===== src/rtl/if_stage.sv =====
// Instruction-fetch stage: PC, imem req/ready handshake and one-entry IF/ID register.
// Optional MIPS branch delay slot is enabled with `define IF_DELAY_SLOT_EN.
module if_stage #(
  parameter int            AW       = 32,
  parameter logic [AW-1:0] RESET_PC = '0
) (
  input  logic          clock,
  input  logic          resetn,
  input  logic          stall,
  input  logic [1:0]    pcsource,
  input  logic [AW-1:0] bpc,
  input  logic [AW-1:0] ra,
  input  logic [AW-1:0] jpc,
  output logic          imem_req,
  output logic [AW-1:0] imem_addr,
  input  logic          imem_ready,
  input  logic [31:0]   imem_rdata,
  output logic [31:0]   inst,
  output logic          inst_valid,
  output logic [AW-1:0] inst_pc,
  output logic [AW-1:0] pc4
);

  logic [AW-1:0] pc_q, pc_d;
  logic [AW-1:0] inst_pc_q, inst_pc_d;
  logic [31:0]   inst_q, inst_d;
  logic          valid_q, valid_d;

  logic          consume, redirect, slot_free, fetch_done;
  logic [AW-1:0] target_raw, target;

`ifdef IF_DELAY_SLOT_EN
  logic          pend_q, pend_d;
  logic [AW-1:0] pend_tgt_q, pend_tgt_d;
`endif

  assign consume    = valid_q & ~stall;
  assign redirect   = consume & (pcsource != 2'b00);
  assign slot_free  = ~valid_q | consume;
  assign imem_req   = slot_free & resetn;
  assign imem_addr  = pc_q;
  assign fetch_done = imem_req & imem_ready;

  always_comb begin
    case (pcsource)
      2'b01:   target_raw = bpc;
      2'b10:   target_raw = ra;
      default: target_raw = jpc;
    endcase
  end

  // Redirect targets are forced word-aligned so imem_addr[1:0] stays zero.
  assign target = {target_raw[AW-1:2], 2'b00};

  always_comb begin
    pc_d      = pc_q;
    inst_d    = inst_q;
    inst_pc_d = inst_pc_q;
    valid_d   = valid_q;
`ifdef IF_DELAY_SLOT_EN
    pend_d     = pend_q;
    pend_tgt_d = pend_tgt_q;
    if (pend_q) begin
      // Waiting for the delay-slot word; the branch target is applied once it lands.
      if (fetch_done) begin
        inst_d     = imem_rdata;
        inst_pc_d  = pc_q;
        valid_d    = 1'b1;
        pc_d       = pend_tgt_q;
        pend_d     = 1'b0;
      end
    end else if (redirect) begin
      if (fetch_done) begin
        inst_d    = imem_rdata;
        inst_pc_d = pc_q;
        valid_d   = 1'b1;
        pc_d      = target;
      end else begin
        pend_d     = 1'b1;
        pend_tgt_d = target;
        valid_d    = 1'b0;
      end
    end else if (fetch_done) begin
      inst_d    = imem_rdata;
      inst_pc_d = pc_q;
      valid_d   = 1'b1;
      pc_d      = pc_q + AW'(4);
    end else if (consume) begin
      valid_d = 1'b0;
    end
`else
    // A same-cycle fetch on redirect is the wrong-path word and is dropped.
    if (redirect) begin
      pc_d    = target;
      valid_d = 1'b0;
    end else if (fetch_done) begin
      inst_d    = imem_rdata;
      inst_pc_d = pc_q;
      valid_d   = 1'b1;
      pc_d      = pc_q + AW'(4);
    end else if (consume) begin
      valid_d = 1'b0;
    end
`endif
  end

  always_ff @(posedge clock or negedge resetn) begin
    if (!resetn) begin
      pc_q      <= RESET_PC;
      inst_q    <= '0;
      inst_pc_q <= '0;
      valid_q   <= 1'b0;
    end else begin
      pc_q      <= pc_d;
      inst_q    <= inst_d;
      inst_pc_q <= inst_pc_d;
      valid_q   <= valid_d;
    end
  end

`ifdef IF_DELAY_SLOT_EN
  always_ff @(posedge clock or negedge resetn) begin
    if (!resetn) begin
      pend_q     <= 1'b0;
      pend_tgt_q <= '0;
    end else begin
      pend_q     <= pend_d;
      pend_tgt_q <= pend_tgt_d;
    end
  end
`endif

  assign inst       = inst_q;
  assign inst_valid = valid_q;
  assign inst_pc    = inst_pc_q;
  assign pc4        = inst_pc_q + AW'(4);

endmodule

===== config.mk =====
export PLATFORM = sky130hd
export DESIGN_NAME = if_stage
export DESIGN_NICKNAME = d
export VERILOG_FILES = /design/src/rtl/if_stage.sv
export SDC_FILE = /design/constraint.sdc
export NUM_CORES = 1
export LEC_CHECK = 0
export ABC_CLOCK_PERIOD_IN_PS = 2200
export CAP_MARGIN = 20
export CORE_UTILIZATION = 41
export DETAILED_ROUTE_END_ITERATION = 12
export MAX_ROUTING_LAYER = met4
export PLACE_DENSITY_LB_ADDON = 0.15
export SETUP_SLACK_MARGIN = 0.02
export SYNTH_ARGS = -nofsm -noshare
export SYNTH_HDL_FRONTEND = slang
export SYNTH_SLANG_ARGS = --single-unit

===== constraint.sdc =====
create_clock -name clock -period 2.2 [get_ports clock]
set_input_delay 0.33 -clock clock [delete_from_list [all_inputs] [get_ports clock]]
set_output_delay 0.33 -clock clock [all_outputs]
set_load 0.005 [all_outputs]

==> metrics.yaml, run 1 <==
status: "finished with violations"
violations: "negative setup slack"
wl_per_cell_um: 17.58
finalCriticalPeriod_ns: 2.480
grt_overflow: 0
crit_top_cell: "buf_6"
power_density_mw_per_mm2: 1169
yosys.area.top_type_share_pct: 43.63
crit_type: "flop to primary output"
routed_wl_mm: 19.98
worst-endpoint-arrival_ns: 2.15
vias_per_cell: 5.398
synth_edf_count: 0
post-route-period-util_pct: 112.7
die_h_um: 116.1
power_frac_comb_pct: 53.8
place_inst: 1100
std_cell_rows: 41
num_antenna_cells: 0
initial_core_util_pct: 42.10
max-cap-violations: 0
crit_family: "buffers and inverters"
die_area_mm2: 0.01347
grt_pass1_vias: 5825
clock_path_buffers: 2
netSwitchingPower_mw: 3.922
setup_ws_ns: -0.2797
cp-start-kind: "flop"
yosys_warnings: 0
path_buf_inv: 6
ys_ff_latch: 93
cpMaxStageDelayCell: "dfrtp_1"
gp_congestion: 0.8783
synth_seq_area_share_pct: 43.63
antenna_found_initial: 0
rsz0062_at_grt: "true"
nets: 1100
crit_fanout: 2
grt_pass1_wl_mm: 30.10
max_stage_delay_ns: 0.37
syn_avg_cell_area_um2: 8.295
ys_top_cells_by_count: "nand2_1, dfrtp_1, nor2_1"
insertion_delay_ns: 0.34
drtAntennaViolNets: 0
async_reset_ff_share_pct: 100.0
drt_iter0_drc: 429
core_mm2: 0.01267
critical_path_required_ns: 1.87
finClkSkew_ns: 0.006048
vias: 6137
io_pins: 264
synth_cell_types: 54
synth_area_leaders: "dfrtp_1, nand2_1, xnor2_1"
critPathCaptureType: "primary output"
die_w_um: 116.1
dp_hpwl_mm: 14.84
yosys.area.top_type: "dfrtp_1"
final_layout_size_suffix_gt1_share_pct: 17.82
clkPwrFrac_pct: 15.6
cts_root_buffer: "clkbuf_16"
cts_buffers: 9
ir_drop_mv: 0.6279
p_sw_share_pct: 36.87
max-slew-margin-rel_pct: 60.39
drt-pass1-iter-count: 5
cts_tree: "done"
cts.htree.levels: 3
clk_pin_slew_ns: 0.07
hold_viol_final: 0
p_leak_nw: 4.138
finalSetupTns_ns: -2.707
p_total_mw: 10.64
remaining_drc_errors: 0
area_growth_pct: 70.63
synth.most_common_cell: "nand2_1"
p_seq_share_pct: 30.6
setup_viol: 19
pre_cts_slack_ns: -0.3350
final_cells: 1137
final-max-slew-violation-count: 0
max_freq_mhz: 403.3
tightestPinTransition_ns: 0.5942
path_cells: "buf_4 -> buf_6 -> nand2_4 -> nor4_4 -> buf_4 -> and4_4 -> buf_6 -> buf_6 -> nand3_2 -> xnor2_1 -> buf_2"
internal-power_mw: 6.716
netlist_area_mm2: 0.005334
port_buffers: 251
grt_max_degree: 43
syn_inst: 643
ys.flop_type: "dfrtp_1"
track_usage_pct: 30.26
cts.sinks: 93
min_path_type: "input pin to asynchronous set/reset pin"
-- metrics by stage --
stage / util (%) / hold WS [ns] / area [µm²]
3_5_place_dp: 67.30 / 0.1539 / 8527
2_1_floorplan: - / 0.03441 / 5353
3_3_place_gp: 67.30 / 0.1574 / 8527
5_1_grt: 71.83 / 0.3676 / 9101
6_report: 71.83 / 0.3504 / 9101
4_1_cts: 71.04 / 0.3512 / 9001
-- worst paths after layout --
path | from | to | slack (ns) | cells after the start
min in group clock | inst[20] | inst[20] | 0.47 | 2
max in group asynchronous | resetn | imem_addr[6] | 0.55 | 4
worst min-delay path | resetn | imem_addr[8] | 0.35 | 2
worst min register to register | inst[20] | inst[20] | 0.47 | 2
worst max-delay path | inst_pc[3] | pc4[29] | -0.28 | 11
worst max register to register | imem_addr[19] | imem_addr[31] | 0.28 | 5
-- power by group through the flow --
stage | Combinational (mW) | Clock, mW | Sequential (mW)
after detailed placement | 5.70 | 0 | 3.25
final | 5.72 | 1.65 | 3.26
after CTS | 5.64 | 1.67 | 3.25
after global placement | 5.55 | 0 | 3.21
after global routing | 6.19 | 1.74 | 3.36
after floorplan | 1.88 | 0 | 3.38
-- cells by family after synthesis --
group                    after synthesis  share of synthesized area, %
other                                  1                       0.07031
XOR/XNOR                              34                         5.583
AND/OR/NAND/NOR                      325                         27.40
adder cells (fa/ha/maj)                5                         1.173
buffers and inverters                 55                         4.739
flip-flops                            93                         43.63
multiplexers                           1                        0.1877
AO/OA/AOI/OAI                        129                         17.22
-- cells in the final DEF, fill, tap and decap left out, types with 3 or more instances in the layout --
cell type,synthesis,final
a21oi_1,16,16
a221o_1,15,15
a221oi_1,10,10
a22oi_1,5,5
a2bb2oi_1,3,3
a31oi_1,7,7
and3_1,9,8
buf_12,0,7
buf_2,16,19
buf_4,7,82
buf_6,0,10
clkbuf_16,0,9
clkdlybuf4s50_1,0,222
conb_1,1,6
dfrtp_1,93,93
dlygate4sd2_1,0,4
dlymetal6s2s_1,0,4
ha_1,5,4
inv_1,7,7
nand2_1,211,205
nand2_2,1,4
nand2_4,0,3
nand3_1,28,19
nand3_2,3,11
nand4_1,13,13
nor2_1,34,29
nor2_2,0,3
nor3_1,7,7
nor4_4,2,3
o211ai_1,21,21
o21ai_0,29,29
o311ai_0,4,4
xnor2_1,23,20
xnor2_2,0,3
xor2_1,11,11
-- layer usage --
layer  up-vias  routed length (µm)  global-route usage (%)
li1       2874                   -                       -
met1      2900                8097                   37.52
met2       327                9871                   50.24
met3        36                1532                   4.759
met4         0                 482                   10.26
met5         -                   0                       -
-- sequential cells by signal (all words and copies together) (netlist names) --
register    flops
imem_addr      30
inst_pc        30
inst           32
inst_valid      1
-- layout make-up --
class / count / area, µm²
well taps: 172 / 215.2
clock inverters: 6 / 88.84
inverters: 7 / 26.28
flip-flops and latches: 93 / 2327
clock buffers: 9 / 225.2
multi-input cells: 500 / 2933
fillers: 1002 / 3570
repair buffers: 350 / 3286
-- timing repair --
item / 4_1_cts / 5_1_grt
resized for setup: 98 / 36
endpoints found under the hold margin: 1 / 0
pin swaps: 20 / 16
endpoints found under the setup margin: 25 / 24
buffers inserted: 16 / 8
hold buffers: 1 / 0
No activity file was read; power rests on OpenSTA's default activity.
==> run 2, diff against run 1 <==
--- a/config.mk
+++ b/config.mk
@@ -5,7 +5,6 @@
 export SDC_FILE = /design/constraint.sdc
 export NUM_CORES = 1
 export LEC_CHECK = 0
-export ABC_CLOCK_PERIOD_IN_PS = 2200
 export CAP_MARGIN = 20
 export CORE_UTILIZATION = 41
 export DETAILED_ROUTE_END_ITERATION = 12
==> results of run 2 <==
The final DEF is identical to that of run 1; final timing and power are the same.
==> run 3, diff against run 2 <==
--- a/config.mk
+++ b/config.mk
@@ -6,8 +6,10 @@
 export NUM_CORES = 1
 export LEC_CHECK = 0
 export CAP_MARGIN = 20
-export CORE_UTILIZATION = 41
+export CORE_AREA = 2 2 104 106
 export DETAILED_ROUTE_END_ITERATION = 12
+export DIE_AREA = 0 0 106 108
+export DONT_BUFFER_PORTS = 1
 export MAX_ROUTING_LAYER = met4
 export PLACE_DENSITY_LB_ADDON = 0.15
 export SETUP_SLACK_MARGIN = 0.02
==> run 3 against run 2 <==
Effect of this change:
- routed wire length is 15% lower
- sequential share of layout area is 12 points higher
- the run ends with negative hold slack, negative setup slack left
- flip-flop and latch count unchanged
- combinational power decreased by 50%
- setup slack gained 0.17 ns
- largest cell class is now multi-input combinational cells
- highest routed layer unchanged
- clock skew increased by 0.00058 ns
==> metrics.yaml, run 3 (synthesis gave the netlist of run 1 again) <==
grt_max_degree: 97
die_area_mm2: 0.01145
fin_area_mm2: 0.006135
std_cell_rows: 37
path_buf_inv: 0
vias: 5031
initial_core_util_pct: 52.13
post_dp_cell_area_mm2: 0.005637
rsz0062_at_grt: "true"
wl_per_cell_um: 21.17
violations: "negative hold slack, negative setup slack"
core_mm2: 0.01023
routed_wl_mm: 17.02
cts_root_buffer: "clkbuf_8"
final_layout_size_suffix_gt1_share_pct: 16.62
grt_pass1_vias: 4719
cts_buffers: 9
clock_path_buffers: 2
timing.reg2reg.worst_path_depth: 5
crit_end: "pc4[30]"
reg2reg_slack_ns: 0.24
max_stage_delay_ns: 0.38
crit_fanout: 6
largest_reg_flops: 32
crit_start: "inst_pc[2]"
max-cap-violations: 0
cts.htree.levels: 3
finClkSkew_ns: 0.006629
setup_viol: 13
crit_top_cell: "nand4_1"
post-route-period-util_pct: 104.8
die_w_um: 106
finalCriticalPeriod_ns: 2.306
setup_ws_ns: -0.1063
max_freq_mhz: 433.6
num_antenna_cells: 0
final-max-slew-violation-count: 0
critPathCaptureType: "primary output"
path_cells: "ha_2 -> nand4_1 -> nor3_4 -> and4_4 -> nand4_1 -> xnor2_1"
remaining_drc_errors: 0
nets: 802
crit_type: "flop to primary output"
timing.rr.end: "imem_addr[28]"
min_path_type: "input pin to asynchronous set/reset pin"
drt_iter0_drc: 402
drtAntennaViolNets: 0
fin_hold_ws_ns: -0.3519
clk_pin_slew_ns: 0.09
die_h_um: 108
cts_tree: "done"
drt-pass1-iter-count: 7
ir_drop_mv: 0.5739
antenna_found_initial: 0
status: "finished with violations"
cts.sinks: 93
gp_congestion: 0.8900
critical_path_required_ns: 1.87
worst-endpoint-arrival_ns: 1.98
p_leak_nw: 2.812
grt_pass1_wl_mm: 25.65
crit_family: "simple AND/OR/NAND/NOR gates"
vias_per_cell: 6.257
cpMaxStageDelayCell: "dfrtp_1"
timing.rr.start: "imem_addr[19]"
final_common_cell: "nand2_1"
area_growth_pct: 15.01
grt_overflow: 0
hold_viol_final: 93
io_pins: 264
port_buffers: 0
path_depth: 6
final_cell_mix: "nand2_1, dfrtp_1, buf_4, nor2_1, o21ai_0"
track_usage_pct: 30.17
final_core_util_pct: 59.96
insertion_delay_ns: 0.37
dp_hpwl_mm: 12.44
cp-start-kind: "flop"
power_density_mw_per_mm2: 1242
-- run 3: cell count changes in the layout (fill, tap and decap cells not counted), moves of 6 or more --
cell             previous run  this run
buf_4                      82        47
buf_2                      19         0
xnor2_2                     3        10
buf_6                      10         2
clkbuf_16                   9         0
nand3_2                    11         5
xnor2_1                    20        13
clkdlybuf4s50_1           222         0
clkbuf_8                    0         9
-- run 3: area by class of cell --
cell class / count / area (µm²)
clock buffers: 10 / 127.6
flip-flops and latches: 93 / 2332
clock inverters: 6 / 62.56
multi-input cells: 500 / 2980
fillers: 918 / 4096
well taps: 136 / 170.2
inverters: 7 / 26.28
repair buffers: 52 / 435.4
-- run 3: worst min path at each step --
| stage | endpoint | slack (ns) | cells after the start |
|---|---|---|---|
| detailed placement | inst[29] | 0.04 | 0 |
| global route | inst[30] | -0.37 | 0 |
| CTS | inst[18] | -0.36 | 0 |
| finish | imem_addr[5] | -0.35 | 0 |
| global placement | inst[29] | 0.04 | 0 |
| floorplan | imem_addr[10] | 0.03 | 0 |
-- run 3: repair_timing --
item / CTS / global route
pin swaps: 10 / 11
setup buffers: 10 / 4
gates resized for setup: 19 / 26
hold endpoints to repair: 93 / 93
setup endpoints to repair: 16 / 22
-- run 3: routing by layer --
| metal | GRT usage, % | wire length, µm | up-vias |
|---|---|---|---|
| li1 | - | - | 2278 |
| met1 | 37.86 | 6710 | 2453 |
| met2 | 46.18 | 8251 | 270 |
| met3 | 8.921 | 1589 | 30 |
| met4 | 12.12 | 469 | 0 |
| met5 | - | 0 | - |
-- run 3: report_power, final --
group | switching (mW) | leakage, nW | internal (mW) | total, mW
Sequential | 1.10 | 1.13 | 2.51 | 3.62
Combinational | 1.66 | 1.58 | 1.20 | 2.85
Clock | 0.625 | 0.100 | 0.526 | 1.15
-- run 3: per-stage QoR --
| step | hold slack [ns] | cells | total power [mW] | setup TNS, ns | worst slack [ns] |
|---|---|---|---|---|---|
| after floorplan | 0.03441 | 648 | 5.254 | 0 | 0.1982 |
| after global placement | 0.03675 | 775 | 6.183 | 0 | 0.1723 |
| after detailed placement | 0.03673 | 775 | 6.312 | 0 | 0.09288 |
| after CTS | -0.3622 | 800 | 7.514 | -0.5701 | -0.09295 |
| after global routing | -0.3717 | 804 | 8.188 | -2.000 | -0.1987 |
| final | -0.3519 | 804 | 7.618 | -0.6731 | -0.1063 |
